File: src/rtl/fifo_pkg.sv
// rtl/fifo_pkg.sv - shared constants and state encoding for the FIFO read-side blocks
package fifo_pkg;

  localparam int DATA_WIDTH_DEFAULT = 8;

  typedef enum logic [1:0] {
    EMPTY = 2'd0,
    ONE   = 2'd1,
    TWO   = 2'd2
  } entries_e;

endpackage

File: src/rtl/stream_skid_buffer.sv
// rtl/stream_skid_buffer.sv - 2-entry output buffer driven by push/pop/flush
module stream_skid_buffer
  import fifo_pkg::*;
#(
  parameter int DATA_WIDTH = DATA_WIDTH_DEFAULT
) (
  input  logic                  clock,
  input  logic                  reset,
  input  logic                  i_flush,
  input  logic                  i_push,
  input  logic                  i_pop,
  input  logic [DATA_WIDTH-1:0] i_data,
  output logic                  o_valid,
  output logic [DATA_WIDTH-1:0] o_data,
  output logic [1:0]            o_entries
);

  entries_e              r_entries;
  logic [DATA_WIDTH-1:0] r_head;
  logic [DATA_WIDTH-1:0] r_tail;

  // Head is never cleared on flush so out_data holds its last value.
  always_ff @(posedge clock or negedge reset) begin
    if (!reset) begin
      r_entries <= EMPTY;
      r_head    <= '0;
      r_tail    <= '0;
    end else if (i_flush) begin
      r_entries <= EMPTY;
    end else begin
      case (r_entries)
        EMPTY: begin
          if (i_push) begin
            r_entries <= ONE;
            r_head    <= i_data;
          end
        end
        ONE: begin
          if (i_push && !i_pop) begin
            r_entries <= TWO;
            r_tail    <= i_data;
          end else if (i_push && i_pop) begin
            r_head <= i_data;
          end else if (i_pop) begin
            r_entries <= EMPTY;
          end
        end
        TWO: begin
          if (i_pop) begin
            r_head <= r_tail;
            if (i_push) r_tail <= i_data;
            else        r_entries <= ONE;
          end
        end
        default: r_entries <= EMPTY;
      endcase
    end
  end

  assign o_valid   = (r_entries != EMPTY);
  assign o_data    = r_head;
  assign o_entries = r_entries;

endmodule

File: src/rtl/fifo_stream_reader.sv
// rtl/fifo_stream_reader.sv - drains the FIFO read side onto a valid/ready stream
module fifo_stream_reader
  import fifo_pkg::*;
#(
  parameter int DATA_WIDTH = DATA_WIDTH_DEFAULT
) (
  input  logic                  clock,
  input  logic                  reset,
  input  logic                  flush,
  input  logic                  fifo_empty,
  output logic                  fifo_read_enable,
  input  logic [DATA_WIDTH-1:0] fifo_read_data,
  output logic                  out_valid,
  input  logic                  out_ready,
  output logic [DATA_WIDTH-1:0] out_data,
  output logic [1:0]            occupancy
);

  logic       r_inflight;
  logic       r_discard;
  logic       w_pop;
  logic       w_push;
  logic [2:0] w_level;
  logic [2:0] w_limit;

  assign w_pop  = out_valid & out_ready;
  assign w_push = r_inflight & ~r_discard;

  // Held plus in-flight words, less the one leaving now, must stay below 2.
  assign w_level = {1'b0, occupancy} + {2'b00, r_inflight};
  assign w_limit = 3'd2 + {2'b00, w_pop};
  assign fifo_read_enable = reset & ~fifo_empty & ~flush & (w_level < w_limit);

  always_ff @(posedge clock or negedge reset) begin
    if (!reset) begin
      r_inflight <= 1'b0;
      r_discard  <= 1'b0;
    end else begin
      r_inflight <= fifo_read_enable;
      r_discard  <= flush & r_inflight;
    end
  end

  stream_skid_buffer #(
    .DATA_WIDTH(DATA_WIDTH)
  ) u_skid (
    .clock     (clock),
    .reset     (reset),
    .i_flush   (flush),
    .i_push    (w_push),
    .i_pop     (w_pop),
    .i_data    (fifo_read_data),
    .o_valid   (out_valid),
    .o_data    (out_data),
    .o_entries (occupancy)
  );

endmodule

File: config.mk
export PLATFORM = sky130hd
export DESIGN_NAME = fifo_stream_reader
export DESIGN_NICKNAME = d
export VERILOG_FILES = /design/src/rtl/fifo_pkg.sv /design/src/rtl/stream_skid_buffer.sv /design/src/rtl/fifo_stream_reader.sv
export SDC_FILE = /design/constraint.sdc
export NUM_CORES = 1
export LEC_CHECK = 0
export ABC_AREA = 1
export BUFFER_PORTS_ARGS = -buffer_cell sky130_fd_sc_hd__buf_2
export CAP_MARGIN = 10
export CORE_ASPECT_RATIO = 0.9
export CORE_MARGIN = 3
export CORE_UTILIZATION = 45
export DETAILED_ROUTE_END_ITERATION = 10
export PLACE_DENSITY_LB_ADDON = 0.25
export SYNTH_ARGS = -nofsm -noshare
export SYNTH_HDL_FRONTEND = slang
export SYNTH_SLANG_ARGS = --single-unit
File: constraint.sdc
create_clock -name clock -period 1.2 [get_ports clock]
set_input_delay 0.06 -clock clock [delete_from_list [all_inputs] [get_ports clock]]
set_output_delay 0.06 -clock clock [all_outputs]
set_load 0.02 [all_outputs]
==> metrics <==
run status=finished, violations left; violated checks=negative setup slack; number of buffer cells added on primary ports=24; Least-Margin Pin Slew=0.306 ns; most used standard cells in the synthesized netlist=nand2_1, dfrtp_1, inv_1, nand3_1, o21ai_0; drt wl/cell=15.9 um; global-route usage over all layers=22.3%; worst hold slack=0.0778 ns; number of global-route vias before repair=1,061; setup repair after global routing missed its margin=yes; gate count after technology mapping=128; standard cell with the maximum stage delay on the critical path=dfrtp_2; clk_skew=0.00362 ns; syn nets=143; number of synthesized register bits=20; growth of design area from synthesis to finish=65.5%; number of max-slew violations in the final report=0; Inst Count DP=190; number of top-level pins=25; most frequent CP cell=buf_6; total vias in the final route=1,130; clock tree from TritonCTS=built; initial drt markers=44; library cells used by synthesis=21; maximum number of pins on one net before global-route repair=21; most common flop cell mapped by yosys=dfrtp_1; post-synth top area share=47.1%; GRT overflow=0; number of standard-cell rows in the floorplan=16; final setup violation count=22; post-route insts no fill=215; post-layout worst setup margin=-0.434 ns; Warnings, synthesis=0; initial antenna violation count=0; EDFF count, synth=0; Rel. slew slack=79.4%; wire length of the first global-routing pass=4930 um; fraction of final layout cells sized beyond drive strength 1=48.4%; Final Net Count=204; number of vias per cell=5.26; total core area=2200 sq um; Routed WL=3420 um; H-Tree Depth=1; Routed Antenna Nets=0; CTS clock-pin slew for the worst setup and hold paths=0.11 ns; worst hold-check path type=input port to flip-flop; die area=2980 sq um; Initial Util=48.2%; DRC violations left=0; Die X-Extent=57.2 um; sort of element at the end of the critical path=flip-flop; worst-case clock buffer depth=2; Critical Path, Cell by Cell=buf_6, inv_6, buf_6, buf_6, buf_6, nor2_4, nand3_4, nand2_8, nand2_2, o21ai_1; areal power density over the cells=1280 nW/um^2; delay of the slowest cell on the worst path=0.42 ns; Post-Syn Area per Cell=8.30 sq um; launching element type of the critical path=flip-flop; sinks on the clock net=20; number of detailed-routing iterations run before antenna repair=4; maximum vdd drop=0.892 mV; share of synthesized flip-flops with an asynchronous set or reset=100%; maxcap violations=0; Period minus WS final=1.63 ns; most area-hungry cell type in the Yosys netlist=dfrtp_1; most common cell in the netlist=nand2_1; Ant. Diodes=0; maximum fanout encountered on the critical timing path=8; number of buffers created by CTS=3; clock insertion delay at the later pin of the skew report=0.30 ns; Hold Vio Cnt, Final=0; Worst Path Required=1.43 ns; Final HPWL DP=1790 um; leakage=0.926 nW; dominant cells by area after synthesis=dfrtp_1, nand2_1, nand3_1; clock root buffer master=clkbuf_4; floorplan die height=52.1 um; sequential area share after synthesis=47.1%; critical setup path kind=flip-flop to flip-flop; routability-driven placement congestion ratio=0.883; arrival time at the worst endpoint=1.87 ns; fin crit share=136%; highest clock frequency the design can meet=0.612 GHz; cell area after synthesis=1060 sq um
==> where the power goes <==
group	internal, mW	total (mW)	switching (mW)
Sequential	0.854	0.943	0.0888
Clock	0.185	0.387	0.202
Combinational	0.402	0.918	0.516
==> critical path, delay by kind of cell (launching register included) <==
| family | cells | cell delay, ns |
|---|---|---|
| AND/OR/NAND/NOR | 4 | 0.55 |
| buffers and inverters | 5 | 0.48 |
| flip-flops | 1 | 0.42 |
| AO/OA/AOI/OAI | 1 | 0.09 |
==> registers in the layout, indices dropped and copies added, names as in the netlist <==
signal	count
r_discard	1
u_skid.o_entries	2
u_skid.r_tail	8
r_inflight	1
u_skid.o_data	8
==> placed cells by master, fill, tap and decap left out, drive strengths merged <==
cell          n
a21oi         2
buf          47
clkbuf        4
dfrtp        20
dlygate4sd3  10
ha            2
inv          16
nand2        46
nand3        15
nand4         1
nor2          7
o211ai        1
o21ai        16
or2           1
==> timing repair <==
item / CTS / global route
pin swaps: 10 / 10
setup endpoints to repair: 20 / 22
buffers inserted: 7 / 3
endpoints found under the hold margin: 29 / 0
cloned: 1 / 0
gates resized for setup: 37 / 29
hold buffers: 10 / 0
==> metal layers <==
metal | routed length [um] | track usage (%) | up-vias | share of wire (%)
met2 | 1700 | 38.0 | 46 | 50
met1 | 1420 | 27.4 | 547 | 42
li1 | - | - | 529 | -
met5 | 0 | 0 | - | 0
met4 | 72 | 6.18 | 0 | 2.1
met3 | 220 | 6.70 | 8 | 6.4
==> worst paths after layout <==
path	startpoint	endpoint	slack [ns]	depth (start not counted)
min in group asynchronous	reset	u_skid.r_tail[4]$_DFFE_PN0P_	0.31	3
worst min register to register	u_skid.o_data[4]$_DFFE_PN0P_	u_skid.o_data[4]$_DFFE_PN0P_	0.48	2
worst max register to register	u_skid.o_entries[0]$_DFFE_PN0P_	u_skid.r_tail[6]$_DFFE_PN0P_	-0.43	10
max in group asynchronous	reset	u_skid.o_entries[0]$_DFFE_PN0P_	0.67	3
worst min-delay path	flush	u_skid.o_entries[0]$_DFFE_PN0P_	0.08	4
worst max-delay path	u_skid.o_entries[0]$_DFFE_PN0P_	u_skid.r_tail[6]$_DFFE_PN0P_	-0.43	10
==> per-stage QoR <==
stage,setup slack (ns),util (%),TNS [ns],power [mW],cell area (sq um)
after floorplan,-0.123,-,-0.777,1.32,1080
after global placement,-0.0977,59.0,-0.597,1.55,1300
after detailed placement,-0.145,59.0,-0.953,1.58,1300
after CTS,-0.397,74.0,-3.92,2.13,1630
after global routing,-0.489,79.8,-7.63,2.38,1760
final,-0.434,79.8,-6.43,2.25,1760
==> cells by family after synthesis <==
logic type | synth area share (%)
compound gates | 11.0
fa+ha+maj | 2.36
buf+inv | 8.60
flops | 47.1
simple gates | 31.0
==> final cells by class <==
cell class | instances | area [sq um]
Clock buffer | 4 | 36.3
Timing Repair Buffer | 57 | 442
Fill cell | 134 | 444
Inverter | 16 | 65.1
Multi-Input combinational cell | 91 | 678
Sequential cell | 20 | 503
Tap cell | 27 | 33.8
(Power assumes the default switching activity.)
